### config.mk
export PLATFORM = sky130hd
export DESIGN_NAME = riscv_mem_arbiter
export DESIGN_NICKNAME = d
export VERILOG_FILES = /design/src/rtl/riscv_mem_arbiter.sv
export SDC_FILE = /design/constraint.sdc
export NUM_CORES = 1
export LEC_CHECK = 0
export CORE_AREA = 2 2 197 199
export DETAILED_ROUTE_END_ITERATION = 10
export DIE_AREA = 0 0 199 201
export PLACE_DENSITY = 0.55
export SYNTH_ARGS = -nofsm -noshare
export SYNTH_HDL_FRONTEND = slang
export SYNTH_SLANG_ARGS = --single-unit
### constraint.sdc
create_clock -name clk -period 3.8 [get_ports clk]
set_clock_uncertainty 0.1 [all_clocks]
set_input_delay 0.76 -clock clk [delete_from_list [all_inputs] [get_ports clk]]
set_output_delay 0.76 -clock clk [all_outputs]
set_load 0.02 [all_outputs]
### src/rtl/riscv_mem_arbiter.sv
// Fetch/data arbiter onto one memory port, one transaction outstanding.
// Optional starvation guard: define RISCV_ARB_STARVE_GUARD_EN.
module riscv_mem_arbiter #(
   parameter int unsigned STARVE_LIMIT = 4
) (
   input  logic        clk,
   input  logic        resetn,
   input  logic        if_req_valid,
   input  logic [63:0] if_req_addr,
   output logic        if_req_ready,
   output logic        if_rsp_valid,
   output logic [31:0] if_rsp_data,
   input  logic        d_req_valid,
   input  logic        d_req_we,
   input  logic [63:0] d_req_addr,
   input  logic [63:0] d_req_wdata,
   input  logic [7:0]  d_req_wstrb,
   output logic        d_req_ready,
   output logic        d_rsp_valid,
   output logic [63:0] d_rsp_rdata,
   output logic        mem_req_valid,
   output logic        mem_req_we,
   output logic [63:0] mem_req_addr,
   output logic [63:0] mem_req_wdata,
   output logic [7:0]  mem_req_wstrb,
   input  logic        mem_req_ready,
   input  logic        mem_rsp_valid,
   input  logic [63:0] mem_rsp_rdata
);

   typedef enum logic [1:0] {
      IDLE     = 2'd0,
      REQ      = 2'd1,
      WAIT_RSP = 2'd2
   } state_t;

   state_t state;
   logic   owner_d;
   logic   idle;
   logic   force_f;
   logic   grant_d;
   logic   grant_f;
   logic   rsp_fire;

`ifdef RISCV_ARB_STARVE_GUARD_EN
   localparam int unsigned CW = $clog2(STARVE_LIMIT + 2);
   logic [CW-1:0] starve_cnt;

   assign force_f = (starve_cnt == CW'(STARVE_LIMIT));

   // Count back-to-back data grants that left a fetch waiting
   always_ff @(posedge clk or negedge resetn) begin
      if (!resetn) begin
         starve_cnt <= '0;
      end else if (grant_d && if_req_valid) begin
         if (starve_cnt != CW'(STARVE_LIMIT))
            starve_cnt <= starve_cnt + 1'b1;
      end else if (grant_d || grant_f) begin
         starve_cnt <= '0;
      end
   end
`else
   assign force_f = 1'b0;
`endif

   // Grants are combinational in IDLE; readies are held low in reset
   assign idle     = resetn && (state == IDLE);
   assign grant_d  = idle && d_req_valid && !(force_f && if_req_valid);
   assign grant_f  = idle && if_req_valid && !grant_d;
   assign d_req_ready  = grant_d;
   assign if_req_ready = grant_f;

   // Response is forwarded in the cycle memory returns it
   assign rsp_fire     = (state == WAIT_RSP) && mem_rsp_valid;
   assign d_rsp_valid  = rsp_fire && owner_d;
   assign if_rsp_valid = rsp_fire && !owner_d;
   assign d_rsp_rdata  = d_rsp_valid ? mem_rsp_rdata : 64'd0;
   assign if_rsp_data  = !if_rsp_valid ? 32'd0 :
                         mem_req_addr[2] ? mem_rsp_rdata[63:32] :
                                           mem_rsp_rdata[31:0];

   // Transaction FSM with registered memory request fields
   always_ff @(posedge clk or negedge resetn) begin
      if (!resetn) begin
         state         <= IDLE;
         owner_d       <= 1'b0;
         mem_req_valid <= 1'b0;
         mem_req_we    <= 1'b0;
         mem_req_addr  <= '0;
         mem_req_wdata <= '0;
         mem_req_wstrb <= '0;
      end else begin
         unique case (state)
            IDLE: begin
               if (grant_d) begin
                  state         <= REQ;
                  owner_d       <= 1'b1;
                  mem_req_valid <= 1'b1;
                  mem_req_we    <= d_req_we;
                  mem_req_addr  <= d_req_addr;
                  mem_req_wdata <= d_req_wdata;
                  mem_req_wstrb <= d_req_wstrb;
               end else if (grant_f) begin
                  state         <= REQ;
                  owner_d       <= 1'b0;
                  mem_req_valid <= 1'b1;
                  mem_req_we    <= 1'b0;
                  mem_req_addr  <= if_req_addr;
                  mem_req_wdata <= '0;
                  mem_req_wstrb <= '0;
               end
            end
            REQ: begin
               if (mem_req_ready) begin
                  mem_req_valid <= 1'b0;
                  state         <= WAIT_RSP;
               end
            end
            WAIT_RSP: begin
               if (mem_rsp_valid)
                  state <= IDLE;
            end
            default: state <= IDLE;
         endcase
      end
   end

endmodule

After elaboration in Yosys (flattened, before gate mapping). Index checks and enable logic that the tools add are counted.

Bits in registers: 141. Bits of input ports: 271. Output and inout bits: 238. Logic and storage cells: 48.

Eq/ne operators: 5. Mux-type cells: 21. Reduce and logical (&&, ||, !) cells: 15.

Operators by type and width (number): 64-bit 2-to-1 mux (5); 32-bit 2-to-1 mux (2); 8-bit 2-to-1 mux (2); 2-bit 2-to-1 mux (4); 1-bit logical AND (7); 1-bit 2-to-1 mux (6); 2-bit case mux with 3 select lines (1); 3-bit AND reduction (2); 2-bit != test, second input constant (2); 2-bit nonzero test (2); 3-bit != test, second input constant (1); 2-bit by 1-bit equality test with 1-bit output, second input constant (1); 2-bit equality test, second input constant (1); 1-bit logical NOT (2); 2-bit logical NOT (1); 1-bit case mux with 2 select lines (1); 2-bit AND reduction (1).

Longest topological paths before layout.
Depth in word-level cells: 8. Mapped depth: 6. Mapped depth without buffers: 3.

Least setup slack after synthesis. OpenSTA, ideal clock, no wires.

Path kind: input to output. From: input port mem_rsp_valid. To: output port if_rsp_data[10]. Arrival: 1.719 ns. Data required time: 2.940 ns. Setup slack: 1.221 ns. Cell stages on the path: 5. Path buffers: 2. Path through: nand2_1 > or3_1 > clkbuf_1 > buf_2 > nor2_1.

Word-level cells in the longest chain between the ends: 3.

RTL lines: start, declared (line 27) `input logic mem_rsp_valid,`; 1-bit logical AND (line 74) `assign rsp_fire = (state == WAIT_RSP) && mem_rsp_valid;`; 1-bit logical AND (line 76) `assign if_rsp_valid = rsp_fire && !owner_d;`; 32-bit 2-to-1 mux (line 78) `assign if_rsp_data = !if_rsp_valid ? 32'd0 :`; end, declared (line 12) `output logic [31:0] if_rsp_data,`.

No other way between the ends.

Worst setup path in the final report.
From: input port mem_rsp_valid. To: output port if_rsp_data[28].

The elaborated chain is that of the path after synthesis.

==> summary.md <==
| Metric | Value |
|---|---|
| Pleak | `0.00528 uW` |
| Initial DRC count | `356` |
| Syn_nets | `893` |
| Critical path endpoint | `if_rsp_data[28]` |
| Crit path max-delay family | `buffers and inverters` |
| Crit-path cells | `clkdlybuf4s50_1, nand2_1, or3_1, buf_12, nor2_1, clkdlybuf4s50_1` |
| Worst hold path type | `input pin to asynchronous set/reset pin` |
| Critical path's slowest cell | `clkdlybuf4s50_1` |
| TritonCTS Sinks | `141` |
| Largest net degree at the start of global routing | `139` |
| Remaining global-route overflow | `0` |
| Final count of negative-setup-slack endpoints | `0` |
| CTS tree | `done` |
| H-Tree Level Count | `4` |
| Arrival time worst endpoint | `2.67 ns` |
| Gr usage total | `0.152` |
| Most frequent cells after synthesis | `dfrtp_1, a22o_1, nand2_1` |
| Peak supply drop | `0.352 mV` |
| Via-to-Cell Ratio | `4.34` |
| Post-layout min period | `3.53 ns` |
| Multiplexer share of the synthesized area | `0.0469` |
| Final setup TNS | `0 ns` |
| Final ANT Viol Nets | `0` |
| Netlist Area Pre-Place | `6840 um^2` |
| Die area | `40000 um^2` |
| Headroom to the max-slew limit | `0.304` |
| Die height | `201 um` |
| Compound-Gate Fraction of Synth Area | `0.257` |
| WP buf/inv | `3` |
| Worst-Margin Slew | `1.04 ns` |
| Cts hold-fix bufs | `0` |
| Drt drc | `0` |
| IO Port Bufs | `508` |
| Critical path depth | `6` |
| Final #Nets | `1369` |
| Fmax | `283 MHz` |
| CTS Buf Count | `17` |
| Synth area leaders | `dfrtp_1, a22o_1, a32oi_1` |
| Global-route wire length before repair | `45800 um` |
| Final cell count without fillers | `1632` |
| Post-synthesis adder-cell area fraction | `0` |
| Top-count cell post-synth | `dfrtp_1` |
| Core Box Area | `38100 um^2` |
| Worst Reg2Reg Path Length in Cells | `3` |
| Pwr dens | `701 nW/um^2` |
| Synth Area in XOR/XNOR | `0` |
| Status | `complete, no violations` |
| Clk_lat worst skew | `0.42 ns` |
| Fin crit share | `0.930` |
| Placed cells | `1597` |
| Reg2reg setup slack | `1.83 ns` |
| Die W | `199 um` |
| Tot Pwr | `9090 uW` |
| Critical R2R Capture | `mem_req_addr[34]` |
| Simple-gate share of the synthesized area | `0.129` |
| Pre-CTS WS | `0.273 ns` |
| Bufs on Longest Clock Path | `2` |
| Unrepaired setup endpoints after global routing | `false` |
| Min Hold Slack | `0.380 ns` |
| Top_reg_cell synth | `dfrtp_1` |
| Crit end category | `primary output` |
| Share of cells above drive strength 1 | `0.0603` |
| Critical path class | `input pin to primary output` |
| Antenna violations before repair | `3` |
| CP max FO | `33` |
| Final WL | `31400 um` |
| Number of post-CTS setup repair buffers | `0` |
| Mapped Avg Cell Area | `11.0 um^2` |
| CTS clk-pin slew, worst paths | `0.07 ns` |
| Most used cell, CP | `clkdlybuf4s50_1` |
| Startpoint types | `input pin` |
| Seq cells post-synth | `141` |
| Post-synth EDFFs | `0` |
| Root Buffer | `clkbuf_16` |
| I/O pins | `509` |
| Synth Warn # | `0` |
| Critical path origin | `mem_rsp_valid` |
| Pre-antenna DRT Iters | `4` |
| Row Count | `72` |
| Routed length per instance | `19.2 um` |
| Synth top area share | `0.516` |
| Post-CTS resize count | `0` |
| Critical Path RT | `2.94 ns` |
| Ys async rst share | `1.00` |
| Worst Slack Setup Final | `0.268 ns` |
| Hpwl dp | `23200 um` |
| Fill count | `3943` |
| Initial cell density of the core | `0.179` |
| Fin. max-slew vios | `0` |
| RR Startpoint | `state[0]` |
| Register area share after synthesis | `0.516` |
| Area added between synthesis and finish | `89.9%` |
| Via count | `7087` |
| Final Hold Violating Endpoints | `0` |
| Cell accounting for the most synthesized area | `dfrtp_1` |
| Syn Inst Count | `622` |
| Vias in the first global route | `7250` |
| Largest family of logic cells by synthesized area | `compound AO/OA/AOI/OAI gates` |
| Max cap viols | `0` |
| Yosys cell types | `29` |
| RePlAce Congestion | `0.761` |
| Max incr delay on CP | `0.63 ns` |
==> state kept, by name, summed over array words and instances (netlist names) <==
name,flops
mem_req_addr,64
state,2
mem_req_valid,1
mem_req_wstrb,8
mem_req_we,1
mem_req_wdata,64
owner_d,1
==> layout by cell type, fill, tap and decap left out, drive strengths merged <==
cell type / instances
nor2: 34
nor3b: 3
a31oi: 1
diode: 3
dfrtp: 141
nand2b: 2
a21o: 1
or3b: 1
a22oi: 64
o21ai: 3
and4bb: 2
a22o: 73
buf: 17
clkinvlp: 1
mux2i: 32
nand2: 68
a32oi: 63
clkbuf: 18
nor2b: 1
and2: 64
nand3b: 1
clkinv: 5
or3: 1
clkdlybuf4s50: 505
inv: 10
==> report_power, final <==
part | leakage [uW] | switching [uW] | internal (uW)
Combinational | 0.00327 | 2280 | 2370
Sequential | 0.00173 | 602 | 2240
Clock | 0.000271 | 739 | 860
Total | 0.00528 | 3620 | 5470
==> through the flow <==
step                       util  cell area [um^2]
after floorplan               -              6840
after global placement    0.326             12400
after detailed placement  0.326             12400
after CTS                 0.340             13000
after global routing      0.341             13000
final                     0.341             13000
==> area by class of cell <==
cell class | instances | area [um^2] | share of cell area
clock buffers | 18 | 429 | 0.0331
repair buffers | 522 | 5250 | 0.404
diodes | 3 | 7.51 | 0.000578
inverters | 2 | 7.51 | 0.000578
flip-flops and latches | 141 | 3530 | 0.272
well taps | 518 | 648 | 0.0499
clock inverters | 14 | 123 | 0.00945
multi-input cells | 414 | 2980 | 0.230
==> kinds of logic after synthesis <==
group,after synthesis
mux,32
flops,141
buf+inv,67
compound gates,205
simple gates,177
==> worst min-delay path by stage <==
stage	end	startpoint	cells past startpoint	slack (ns)
global placement	mem_req_valid	mem_req_valid	2	0.37
detailed placement	mem_req_wdata[48]	mem_req_wdata[48]	1	0.38
global route	mem_req_wdata[63]	mem_req_wdata[63]	1	0.41
finish	mem_req_wdata[62]	resetn	2	0.38
floorplan	mem_req_addr[0]	resetn	0	0.36
CTS	mem_req_wdata[44]	resetn	2	0.40
==> routing by layer <==
layer	vias to the layer above	track usage	share of wire
li1	3299	-	-
met2	338	0.273	0.51
met5	-	0	0
met3	25	0.0420	0.083
met1	3425	0.172	0.39
met4	0	0.0512	0.017
(Power assumes the default switching activity.)
